## src/rtl/lane_spawner_pkg.sv

```systemverilog
// lane_spawner_pkg: shared types and constants for the lane spawner.
//   state_e      - spawner FSM encoding
//   NUM_LANES    - number of playfield lanes
//   LANE_MIN/MAX - legal range of the generator lane value (1-based)
//   RELOAD_MIN   - smallest period the timer is ever loaded with
package lane_spawner_pkg;

  typedef enum logic [1:0] {
    ST_IDLE   = 2'd0,
    ST_COUNT  = 2'd1,
    ST_SAMPLE = 2'd2,
    ST_ISSUE  = 2'd3
  } state_e;

  localparam int         NUM_LANES  = 4;
  localparam logic [2:0] LANE_MIN   = 3'd1;
  localparam logic [2:0] LANE_MAX   = 3'd4;
  localparam int         RELOAD_MIN = 2;

  function automatic logic lane_in_range(input logic [2:0] lane);
    return (lane >= LANE_MIN) && (lane <= LANE_MAX);
  endfunction

endpackage

```

## src/rtl/spawn_period_timer.sv

```systemverilog
// spawn_period_timer: loadable down-counter for the spawn period.
//   clk_i, rst_ni  - clock, async active-low reset (count -> 0)
//   load_i         - load load_val_i (wins over en_i)
//   load_val_i     - reload value
//   en_i           - decrement by one this cycle
//   expire_o       - count==1 while enabled: last cycle of the period
module spawn_period_timer #(
  parameter int PERIOD_W = 26
) (
  input  logic                clk_i,
  input  logic                rst_ni,
  input  logic                load_i,
  input  logic [PERIOD_W-1:0] load_val_i,
  input  logic                en_i,
  output logic                expire_o
);

  logic [PERIOD_W-1:0] cnt_q, cnt_d;

  always_comb begin
    cnt_d = cnt_q;
    if (load_i)                               cnt_d = load_val_i;
    else if (en_i && cnt_q != '0)             cnt_d = cnt_q - PERIOD_W'(1);
  end

  always_ff @(posedge clk_i or negedge rst_ni) begin
    if (!rst_ni) cnt_q <= '0;
    else         cnt_q <= cnt_d;
  end

  assign expire_o = en_i && (cnt_q == PERIOD_W'(1));

endmodule

```

## src/rtl/lane_spawner.sv

```systemverilog
// lane_spawner: periodic spawn scheduler fed by the random generator.
// A period timer expires, a random lane is sampled (busy / illegal lanes are
// retried up to MAX_RETRY times, then the slot is dropped), and the accepted
// lane is offered downstream over valid/ready.
//   clk_i, rst_ni     - clock, async active-low reset
//   enable_i          - spawning allowed
//   level_i           - difficulty, period = BASE_PERIOD >> level
//   rand_lane_i       - generator lane value, legal 1..4
//   rand_word_i       - generator raw word (jitter source)
//   lane_busy_i       - per-lane occupied flags
//   spawn_ready_i     - downstream accepts
//   spawn_valid_o     - spawn pending
//   spawn_lane_o      - lane index 0..3
//   spawn_skipped_o   - one-cycle pulse when a slot is dropped
//   spawn_count_o     - accepted spawns, wraps at 16 bits
// Optional: define LANE_SPAWNER_JITTER_EN to add rand_word_i[JITTER_W-1:0]
// to every reload (saturating).
module lane_spawner
  import lane_spawner_pkg::*;
#(
  parameter int PERIOD_W    = 26,
  parameter int BASE_PERIOD = 25_000_000,
  parameter int MAX_RETRY   = 3,
  parameter int JITTER_W    = 20
) (
  input  logic                 clk_i,
  input  logic                 rst_ni,
  input  logic                 enable_i,
  input  logic [1:0]           level_i,
  input  logic [2:0]           rand_lane_i,
  input  logic [31:0]          rand_word_i,
  input  logic [NUM_LANES-1:0] lane_busy_i,
  input  logic                 spawn_ready_i,
  output logic                 spawn_valid_o,
  output logic [1:0]           spawn_lane_o,
  output logic                 spawn_skipped_o,
  output logic [15:0]          spawn_count_o
);

  localparam int RETRY_W = $clog2(MAX_RETRY + 1);

  state_e              state_q, state_d;
  logic [RETRY_W-1:0]  retry_q, retry_d, retry_inc;
  logic [1:0]          lane_q, lane_d, lane_sel;
  logic                skip_q, skip_d;
  logic [15:0]         count_q, count_d;
  logic                tmr_load, tmr_en, tmr_expire, lane_ok;
  logic [PERIOD_W-1:0] base_shift, reload_floor, reload_val;

  // Upper generator bits are never needed; fold them so they count as used.
  logic unused_rand;
  assign unused_rand = ^rand_word_i;

  // Reload value, evaluated only on the cycle the timer is loaded.
  assign base_shift   = PERIOD_W'(BASE_PERIOD) >> level_i;
  assign reload_floor = (base_shift < PERIOD_W'(RELOAD_MIN)) ? PERIOD_W'(RELOAD_MIN)
                                                              : base_shift;
`ifdef LANE_SPAWNER_JITTER_EN
  logic [PERIOD_W:0] reload_sum;
  assign reload_sum = {1'b0, reload_floor} + (PERIOD_W+1)'(rand_word_i[JITTER_W-1:0]);
  assign reload_val = reload_sum[PERIOD_W] ? '1 : reload_sum[PERIOD_W-1:0];
`else
  assign reload_val = reload_floor;
`endif

  // 1..4 maps onto 0..3 by taking the low two bits minus one (4 -> 3 wraps).
  assign lane_sel  = rand_lane_i[1:0] - 2'd1;
  assign lane_ok   = lane_in_range(rand_lane_i) && !lane_busy_i[lane_sel];
  assign retry_inc = retry_q + RETRY_W'(1);

  // Kept outside the FSM comb so expire never feeds back into its own enable.
  assign tmr_en = (state_q == ST_COUNT) && enable_i;

  spawn_period_timer #(.PERIOD_W(PERIOD_W)) u_timer (
    .clk_i      (clk_i),
    .rst_ni     (rst_ni),
    .load_i     (tmr_load),
    .load_val_i (reload_val),
    .en_i       (tmr_en),
    .expire_o   (tmr_expire)
  );

  always_comb begin
    state_d  = state_q;
    retry_d  = retry_q;
    lane_d   = lane_q;
    skip_d   = 1'b0;
    count_d  = count_q;
    tmr_load = 1'b0;
    unique case (state_q)
      ST_IDLE: begin
        if (enable_i) begin
          tmr_load = 1'b1;
          state_d  = ST_COUNT;
        end
      end
      ST_COUNT: begin
        if (!enable_i)       state_d = ST_IDLE;
        else if (tmr_expire) state_d = ST_SAMPLE;
      end
      ST_SAMPLE: begin
        retry_d = '0;
        if (!enable_i) begin
          state_d = ST_IDLE;
        end else if (lane_ok) begin
          lane_d  = lane_sel;
          state_d = ST_ISSUE;
        end else if (retry_inc == RETRY_W'(MAX_RETRY)) begin
          skip_d   = 1'b1;
          tmr_load = 1'b1;
          state_d  = ST_COUNT;
        end else begin
          retry_d = retry_inc;
        end
      end
      ST_ISSUE: begin
        // enable only matters once the handshake has completed
        if (spawn_ready_i) begin
          count_d = count_q + 16'd1;
          if (enable_i) begin
            tmr_load = 1'b1;
            state_d  = ST_COUNT;
          end else begin
            state_d = ST_IDLE;
          end
        end
      end
      default: state_d = ST_IDLE;
    endcase
  end

  always_ff @(posedge clk_i or negedge rst_ni) begin
    if (!rst_ni) begin
      state_q <= ST_IDLE;
      retry_q <= '0;
      lane_q  <= '0;
      skip_q  <= 1'b0;
      count_q <= '0;
    end else begin
      state_q <= state_d;
      retry_q <= retry_d;
      lane_q  <= lane_d;
      skip_q  <= skip_d;
      count_q <= count_d;
    end
  end

  assign spawn_valid_o   = (state_q == ST_ISSUE);
  assign spawn_lane_o    = lane_q;
  assign spawn_skipped_o = skip_q;
  assign spawn_count_o   = count_q;

endmodule

```

## config.mk

```make
export PLATFORM = sky130hd
export DESIGN_NAME = lane_spawner
export DESIGN_NICKNAME = d
export VERILOG_FILES = /design/src/rtl/lane_spawner_pkg.sv /design/src/rtl/spawn_period_timer.sv /design/src/rtl/lane_spawner.sv
export SDC_FILE = /design/constraint.sdc
export NUM_CORES = 1
export LEC_CHECK = 0
export BUFFER_PORTS_ARGS = -buffer_cell sky130_fd_sc_hd__buf_2
export CAP_MARGIN = 20
export CORE_MARGIN = 2
export CORE_UTILIZATION = 56
export CTS_BUF_LIST = sky130_fd_sc_hd__clkbuf_4
export CTS_CLUSTER_DIAMETER = 150
export CTS_CLUSTER_SIZE = 30
export DETAILED_ROUTE_END_ITERATION = 10
export PLACE_DENSITY = 0.83
export SLEW_MARGIN = 0
export SYNTH_ARGS = -nofsm -noshare
export SYNTH_HDL_FRONTEND = slang
export SYNTH_SLANG_ARGS = --single-unit
export TNS_END_PERCENT = 50
```

## constraint.sdc

```tcl
create_clock -name clk_i -period 3.1 [get_ports clk_i]
set_input_delay 0.155 -clock clk_i [delete_from_list [all_inputs] [get_ports clk_i]]
set_output_delay 0.155 -clock clk_i [all_outputs]
set_load 0.05 [all_outputs]
```

==> flow_metrics.py, run 1 <==
metrics = {
    "floorplan": {
        "io-pin-count": 65,
        "die_x_um": 73.9,
        "fp.dieH_um": 73.9,
        "core_um2": 4720,
        "start_util_pct": 57.9,
        "die-area_um2": 5460,
        "rows": 25,
    },
    "drt": {
        "vias_per_cell": 5.64,
        "drcViolationCount": 0,
        "drtIter0Drc": 108,
        "ant_nets": 0,
        "first_pass_iters": 4,
        "drt-total-wl_mm": 5.42,
        "dr_total_vias": 2142,
        "wl_per_cell_um": 14.3,
    },
    "final_layout": {
        "n_antenna_cell": 0,
        "nets": 363,
        "final_area_um2": 3080,
        "fillers": 372,
        "seq_area_um2": 1230,
        "areaGrowthSynthToFinish_pct": 12.4,
        "drive_gt1_share_pct": 20.1,
        "multi_input_area_um2": 1430,
        "post-route-util_pct": 65.1,
    },
    "cts": {
        "path_clk_slew_ns": 0.15,
        "clock_sinks": 49,
        "cts_buffers": 5,
        "cts_tree": "done",
        "clock_tree.root_cell": "clkbuf_4",
        "max-clock-path-buffers": 2,
        "htree_levels": 2,
        "clk_latency_ns": 0.38,
    },
    "yosys": {
        "synth_top_flop_cell": "dfrtp_1",
        "yosysUniqueCellTypes": 42,
        "synth_most_common_cell": "dfrtp_1",
        "syn_inst": 276,
        "ys_ff_latch": 49,
        "synth.area.top_cells": "dfrtp_1 45%, xnor2_1 5.8%, xor2_1 5.1%",
        "synth_top_cell_by_area": "dfrtp_1",
        "yosysWarnings": 0,
        "avgSynthCellArea_um2": 9.91,
        "ys_top_cells_by_count": "49 x dfrtp_1, 21 x nand2_1, 20 x nor2_1",
        "synthArstFlopShare_pct": 100,
        "netlist_area_um2": 2740,
        "synth_edf_count": 0,
        "syn-num-nets": 327,
        "seq_area_frac_synth_pct": 44.8,
        "synth_top_area_share_pct": 44.8,
    },
    "grt": {
        "grt_first_pass_wirelength_mm": 9.08,
        "grt_max_degree": 27,
        "globalRouteMet2Util_pct": 35.7,
        "grt_pass1_vias": 2007,
        "globalRouteMet1Util_pct": 28.8,
        "top_usage_layer": "met2",
        "antenna_found_initial": 0,
        "met3_usage_pct": 4.12,
        "grt_overflow": 0,
        "track_usage_pct": 21.7,
    },
    "timing": {
        "fin_crit_sh_pct": 86.4,
        "max_freq_mhz": 373,
        "finalSetupViolations": 0,
        "worst_pin_slew_ns": 0.655,
        "relSlewSlack_pct": 56.4,
        "finalSetupTns_ns": 0,
        "period_needed_ns": 2.68,
        "rsz0062_at_grt": "false",
        "hold_viol": 0,
        "maxSlewViolCount": 0,
        "fin_skew_ns": 0.0192,
    },
    "worst_setup_path": {
        "path_max_fanout": 11,
        "worstPathArrival_ns": 2.94,
        "end_kind": "register",
        "cp-start-kind": "register",
        "critical_path_class": "reg2reg",
        "critPathRequiredTime_ns": 3.37,
    },
    "power": {
        "vdd.ir_drop.worst_mv": 0.223,
        "cellPowerDensity_nw_per_um2": 447,
        "p_leak_uw": 0.00141,
    },
    "run": {
        "maxCapViolations": 0,
    },
    "worst_hold_path": {
        "hold_path_class": "in2reg",
    },
    "placement": {
        "placed_area_um2": 2980,
        "io_buffer_count": 32,
        "gp_congestion": 0.795,
        "post-dp-hpwl_mm": 3.89,
    },
    "status": {
        "outcome": "completed",
    },
}
## critical path: stages (launching register included)
cell and delay, ns:
dfrtp_1 0.44, or4_4 0.56, or4b_4 0.60, nor4b_1 0.33, mux2_2 0.37, mux2_2 0.26
## flip-flops by register name, indices dropped and copies added (netlist names)
register,cells
spawn_lane_o,2
retry_q,2
spawn_count_o,16
spawn_skipped_o,1
state_q,2
u_timer.cnt_q,26
## report_power, final
group	switching (uW)	total, uW	internal, uW
sequential	57.3	746	688
combinational	127	234	107
clock	216	396	181
## cell families after synthesis
family / synth area share, %
AOI/OAI and AO/OA: 8.82
xor gates and xnor gates: 10.9
and+or+nand+nor: 22.3
DFF: 44.8
muxes: 7.32
adders and majority gates: 2.74
buffers and inverters: 3.11
## cell type report
| type | instances | share of cell area [%] |
|---|---|---|
| clock buffers | 6 | 1.46 |
| clock inverters | 2 | 1.26 |
| inverters | 9 | 1.10 |
| multi-input cells | 207 | 46.3 |
| flip-flops and latches | 49 | 39.9 |
| well taps | 67 | 2.73 |
| repair buffers | 40 | 7.24 |
## through the flow
stage | cells | power (uW) | hold slack, ns | worst slack, ns
2_1_floorplan | 276 | 924 | -0.141 | 0.542
3_3_place_gp | 371 | 977 | 0.172 | 0.487
3_5_place_dp | 371 | 988 | 0.173 | 0.444
4_1_cts | 380 | 1380 | 0.0222 | 0.418
5_1_grt | 380 | 1440 | 0.0298 | 0.364
6_report | 380 | 1380 | 0.0262 | 0.422
## final timing paths
path	from	end	slack, ns	cells after the start
setup reg to reg	u_timer.cnt_q[11]$_DFFE_PN0P_	u_timer.cnt_q[23]$_DFFE_PN0P_	0.42	5
max in group asynchronous	rst_ni	u_timer.cnt_q[20]$_DFFE_PN0P_	2.10	3
min in group asynchronous	rst_ni	u_timer.cnt_q[15]$_DFFE_PN0P_	0.27	2
hold reg to reg	spawn_count_o[15]$_DFFE_PN0P_	spawn_count_o[15]$_DFFE_PN0P_	0.47	1
hold / removal	level_i[0]	u_timer.cnt_q[22]$_DFFE_PN0P_	0.03	2
setup / recovery	u_timer.cnt_q[11]$_DFFE_PN0P_	u_timer.cnt_q[23]$_DFFE_PN0P_	0.42	5
## cell usage in the layout (no fill, tap or decap), types with 2 or more instances in the layout
cell type  synthesis  final
xnor2_1           18     18
a21oi_1            9      9
nor2b_1            3      3
or2_2              3      3
and3_1             7      7
o21ai_0            9      9
nand2_1           21     21
mux2_2             8      8
or3_1              5      5
nand4_1            8      8
nand3_1            8      8
clkbuf_4           0      6
a31oi_1            3      3
mux2i_1           11     11
nor3_1             7      7
o211ai_1           8      8
nor4b_1            4      4
a21o_1             2      2
nor4_1             5      5
o31ai_1            2      2
and4_1             2      2
buf_4              0      7
and2_1             3      3
buf_2              2     32
nor2_1            20     20
inv_1              9      9
xor2_1            16     16
or4_1              2      2
ha_1               6      6
dfrtp_1           49     49
nand2b_1           6      6
## layer usage
layer  routed length, um  up-vias
li1                    -     1047
met2                2640       50
met5                   0        -
met1                2470     1033
met4                  86        0
met3                 221       12
## timing repair
item	in CTS	in global routing
gates resized for setup	0	0
setup buffers	0	0
hold buffers	1	0
hold endpoints to repair	23	0
setup endpoints to repair	0	0
Note: power is estimated with default switching activity, not from simulation.
==> run 2, diff against run 1 <==
--- a/config.mk
+++ b/config.mk
@@ -6,13 +6,14 @@
 export NUM_CORES = 1
 export LEC_CHECK = 0
 export BUFFER_PORTS_ARGS = -buffer_cell sky130_fd_sc_hd__buf_2
-export CAP_MARGIN = 20
+export CAP_MARGIN = 25
 export CORE_MARGIN = 2
 export CORE_UTILIZATION = 56
 export CTS_BUF_LIST = sky130_fd_sc_hd__clkbuf_4
 export CTS_CLUSTER_DIAMETER = 150
 export CTS_CLUSTER_SIZE = 30
 export DETAILED_ROUTE_END_ITERATION = 10
+export MAX_ROUTING_LAYER = met4
 export PLACE_DENSITY = 0.83
 export SLEW_MARGIN = 0
 export SYNTH_ARGS = -nofsm -noshare
==> run 2 against run 1 <==
Effect of this change:
- hold slack better by 0.0021 ns
- highest routed layer unchanged
- via count is 0.23% lower
- clock power hardly changed
- cell count stayed put
- wire length hardly changed
==> flow_metrics.py, run 2 (synthesized netlist as in run 1, its figures left out) <==
metrics = {
    "status": {
        "outcome": "completed",
    },
    "final_layout": {
        "drive_gt1_share_pct": 20.1,
        "fillers": 372,
        "largest_register_ffs": 26,
        "layout_common_cells": "49 x dfrtp_1, 32 x buf_2, 21 x nand2_1, 20 x nor2_1, 18 x xnor2_1",
        "n_antenna_cell": 0,
        "nets": 363,
        "layout_commonest_cell": "dfrtp_1",
        "areaGrowthSynthToFinish_pct": 12.4,
        "top_register": "u_timer.cnt_q",
    },
    "timing": {
        "period_needed_ns": 2.68,
        "worst_pin_slew_ns": 0.657,
        "finalSetupTns_ns": 0,
        "whs_ns": 0.0282,
        "max_freq_mhz": 374,
        "rsz0062_at_grt": "false",
        "relSlewSlack_pct": 56.2,
        "finalSetupViolations": 0,
        "hold_viol": 0,
        "maxSlewViolCount": 0,
        "fin_crit_sh_pct": 86.3,
        "fin_skew_ns": 0.0189,
    },
    "cts": {
        "cts_tree": "done",
        "clock_sinks": 49,
        "clock_tree.root_cell": "clkbuf_4",
        "htree_levels": 2,
        "cts_buffers": 5,
        "path_clk_slew_ns": 0.15,
        "max-clock-path-buffers": 2,
        "clk_latency_ns": 0.38,
    },
    "worst_setup_path": {
        "path_max_fanout": 11,
        "critical_path_class": "reg2reg",
        "r2r_slack_ns": 0.42,
        "cp-start-kind": "register",
        "critPathRequiredTime_ns": 3.37,
        "crit_chain": "or4_4 > or4b_4 > nor4b_1 > mux2_2 > mux2_2",
        "cpMostUsedCell": "mux2_2",
        "r2r-end": "u_timer.cnt_q[23]$_DFFE_PN0P_",
        "r2r_start": "u_timer.cnt_q[11]$_DFFE_PN0P_",
        "end_kind": "register",
        "r2r_cells": 5,
        "worstPathArrival_ns": 2.94,
        "slowest_delay_ns": 0.60,
        "cpMaxStageDelayCell": "or4b_4",
    },
    "power": {
        "p_leak_uw": 0.00141,
        "cellPowerDensity_nw_per_um2": 447,
        "vdd.ir_drop.worst_mv": 0.223,
    },
    "worst_hold_path": {
        "min_from": "level_i[0]",
        "whs_path_depth": 2,
        "hold_path_class": "in2reg",
        "whs_endpoint": "u_timer.cnt_q[22]$_DFFE_PN0P_",
    },
    "floorplan": {
        "rows": 25,
        "core_um2": 4720,
        "fp.dieH_um": 73.9,
        "start_util_pct": 57.9,
        "die-area_um2": 5460,
        "die_x_um": 73.9,
        "io-pin-count": 65,
    },
    "grt": {
        "grt_pass1_vias": 2002,
        "grt_max_degree": 27,
        "antenna_found_initial": 0,
        "track_usage_pct": 22.4,
        "grt_first_pass_wirelength_mm": 9.09,
        "grt_overflow": 0,
    },
    "drt": {
        "drtIter0Drc": 119,
        "ant_nets": 0,
        "vias_per_cell": 5.62,
        "drcViolationCount": 0,
        "first_pass_iters": 4,
        "wl_per_cell_um": 14.3,
        "drt-total-wl_mm": 5.42,
        "dr_total_vias": 2137,
    },
    "placement": {
        "post-dp-hpwl_mm": 3.89,
        "io_buffer_count": 32,
        "gp_congestion": 0.806,
    },
    "run": {
        "maxCapViolations": 0,
    },
}
run 2: final cells by class:
cell class / instances / area, um2 / area share, %
clock inverter: 2 / 38.8 / 1.26
clock buffer: 6 / 45.0 / 1.46
multi-input combinational: 207 / 1430 / 46.3
tap: 67 / 83.8 / 2.73
sequential: 49 / 1230 / 39.9
timing repair buffer: 40 / 223 / 7.24
inverter: 9 / 33.8 / 1.10
run 2: layer usage:
layer / track usage [%] / wire length [um] / part of all wire (%)
met4: 7.68 / 80 / 1.5
met5: - / 0 / 0
met2: 35.6 / 2640 / 49
met3: 4.12 / 228 / 4.2
met1: 28.9 / 2470 / 46
run 2: worst max-delay path by stage:
stage,startpoint,endpoint,slack [ns],cells after the start
5_1_grt,u_timer.cnt_q[4]$_DFFE_PN0P_,u_timer.cnt_q[23]$_DFFE_PN0P_,0.36,5
4_1_cts,u_timer.cnt_q[12]$_DFFE_PN0P_,u_timer.cnt_q[23]$_DFFE_PN0P_,0.42,5
3_5_place_dp,u_timer.cnt_q[12]$_DFFE_PN0P_,u_timer.cnt_q[23]$_DFFE_PN0P_,0.44,5
2_1_floorplan,u_timer.cnt_q[11]$_DFFE_PN0P_,u_timer.cnt_q[23]$_DFFE_PN0P_,0.54,6
6_report,u_timer.cnt_q[11]$_DFFE_PN0P_,u_timer.cnt_q[23]$_DFFE_PN0P_,0.42,5
3_3_place_gp,u_timer.cnt_q[12]$_DFFE_PN0P_,u_timer.cnt_q[23]$_DFFE_PN0P_,0.49,5
run 2: stage by stage:
step | utilization (%) | total power (uW) | setup slack [ns] | std cells | instance area (um2)
after CTS | 65.1 | 1380 | 0.418 | 380 | 3080
final | 65.1 | 1380 | 0.424 | 380 | 3080
after global routing | 65.1 | 1440 | 0.364 | 380 | 3080
after detailed placement | 63.1 | 988 | 0.444 | 371 | 2980
after floorplan | - | 924 | 0.542 | 276 | 2740
after global placement | 63.1 | 977 | 0.487 | 371 | 2980
run 2: what timing repair did:
item                      CTS  global route
hold endpoints to repair   23             0
setup buffers               0             0
resized for setup           0             0
hold buffers                1             0
run 2: worst max-delay path: cells and delay by family, from the launching register on:
family | cells | cell delay, ns
DFF | 1 | 0.44
muxes | 2 | 0.63
and+or+nand+nor | 3 | 1.49
run 2: power by group:
group | internal [uW] | leakage [uW] | total, uW | switching, uW
sequential | 688 | 0.000608 | 746 | 57.4
combinational | 107 | 0.000754 | 234 | 127
clock | 181 | 0.0000459 | 396 | 215
total | 976 | 0.00141 | 1380 | 400
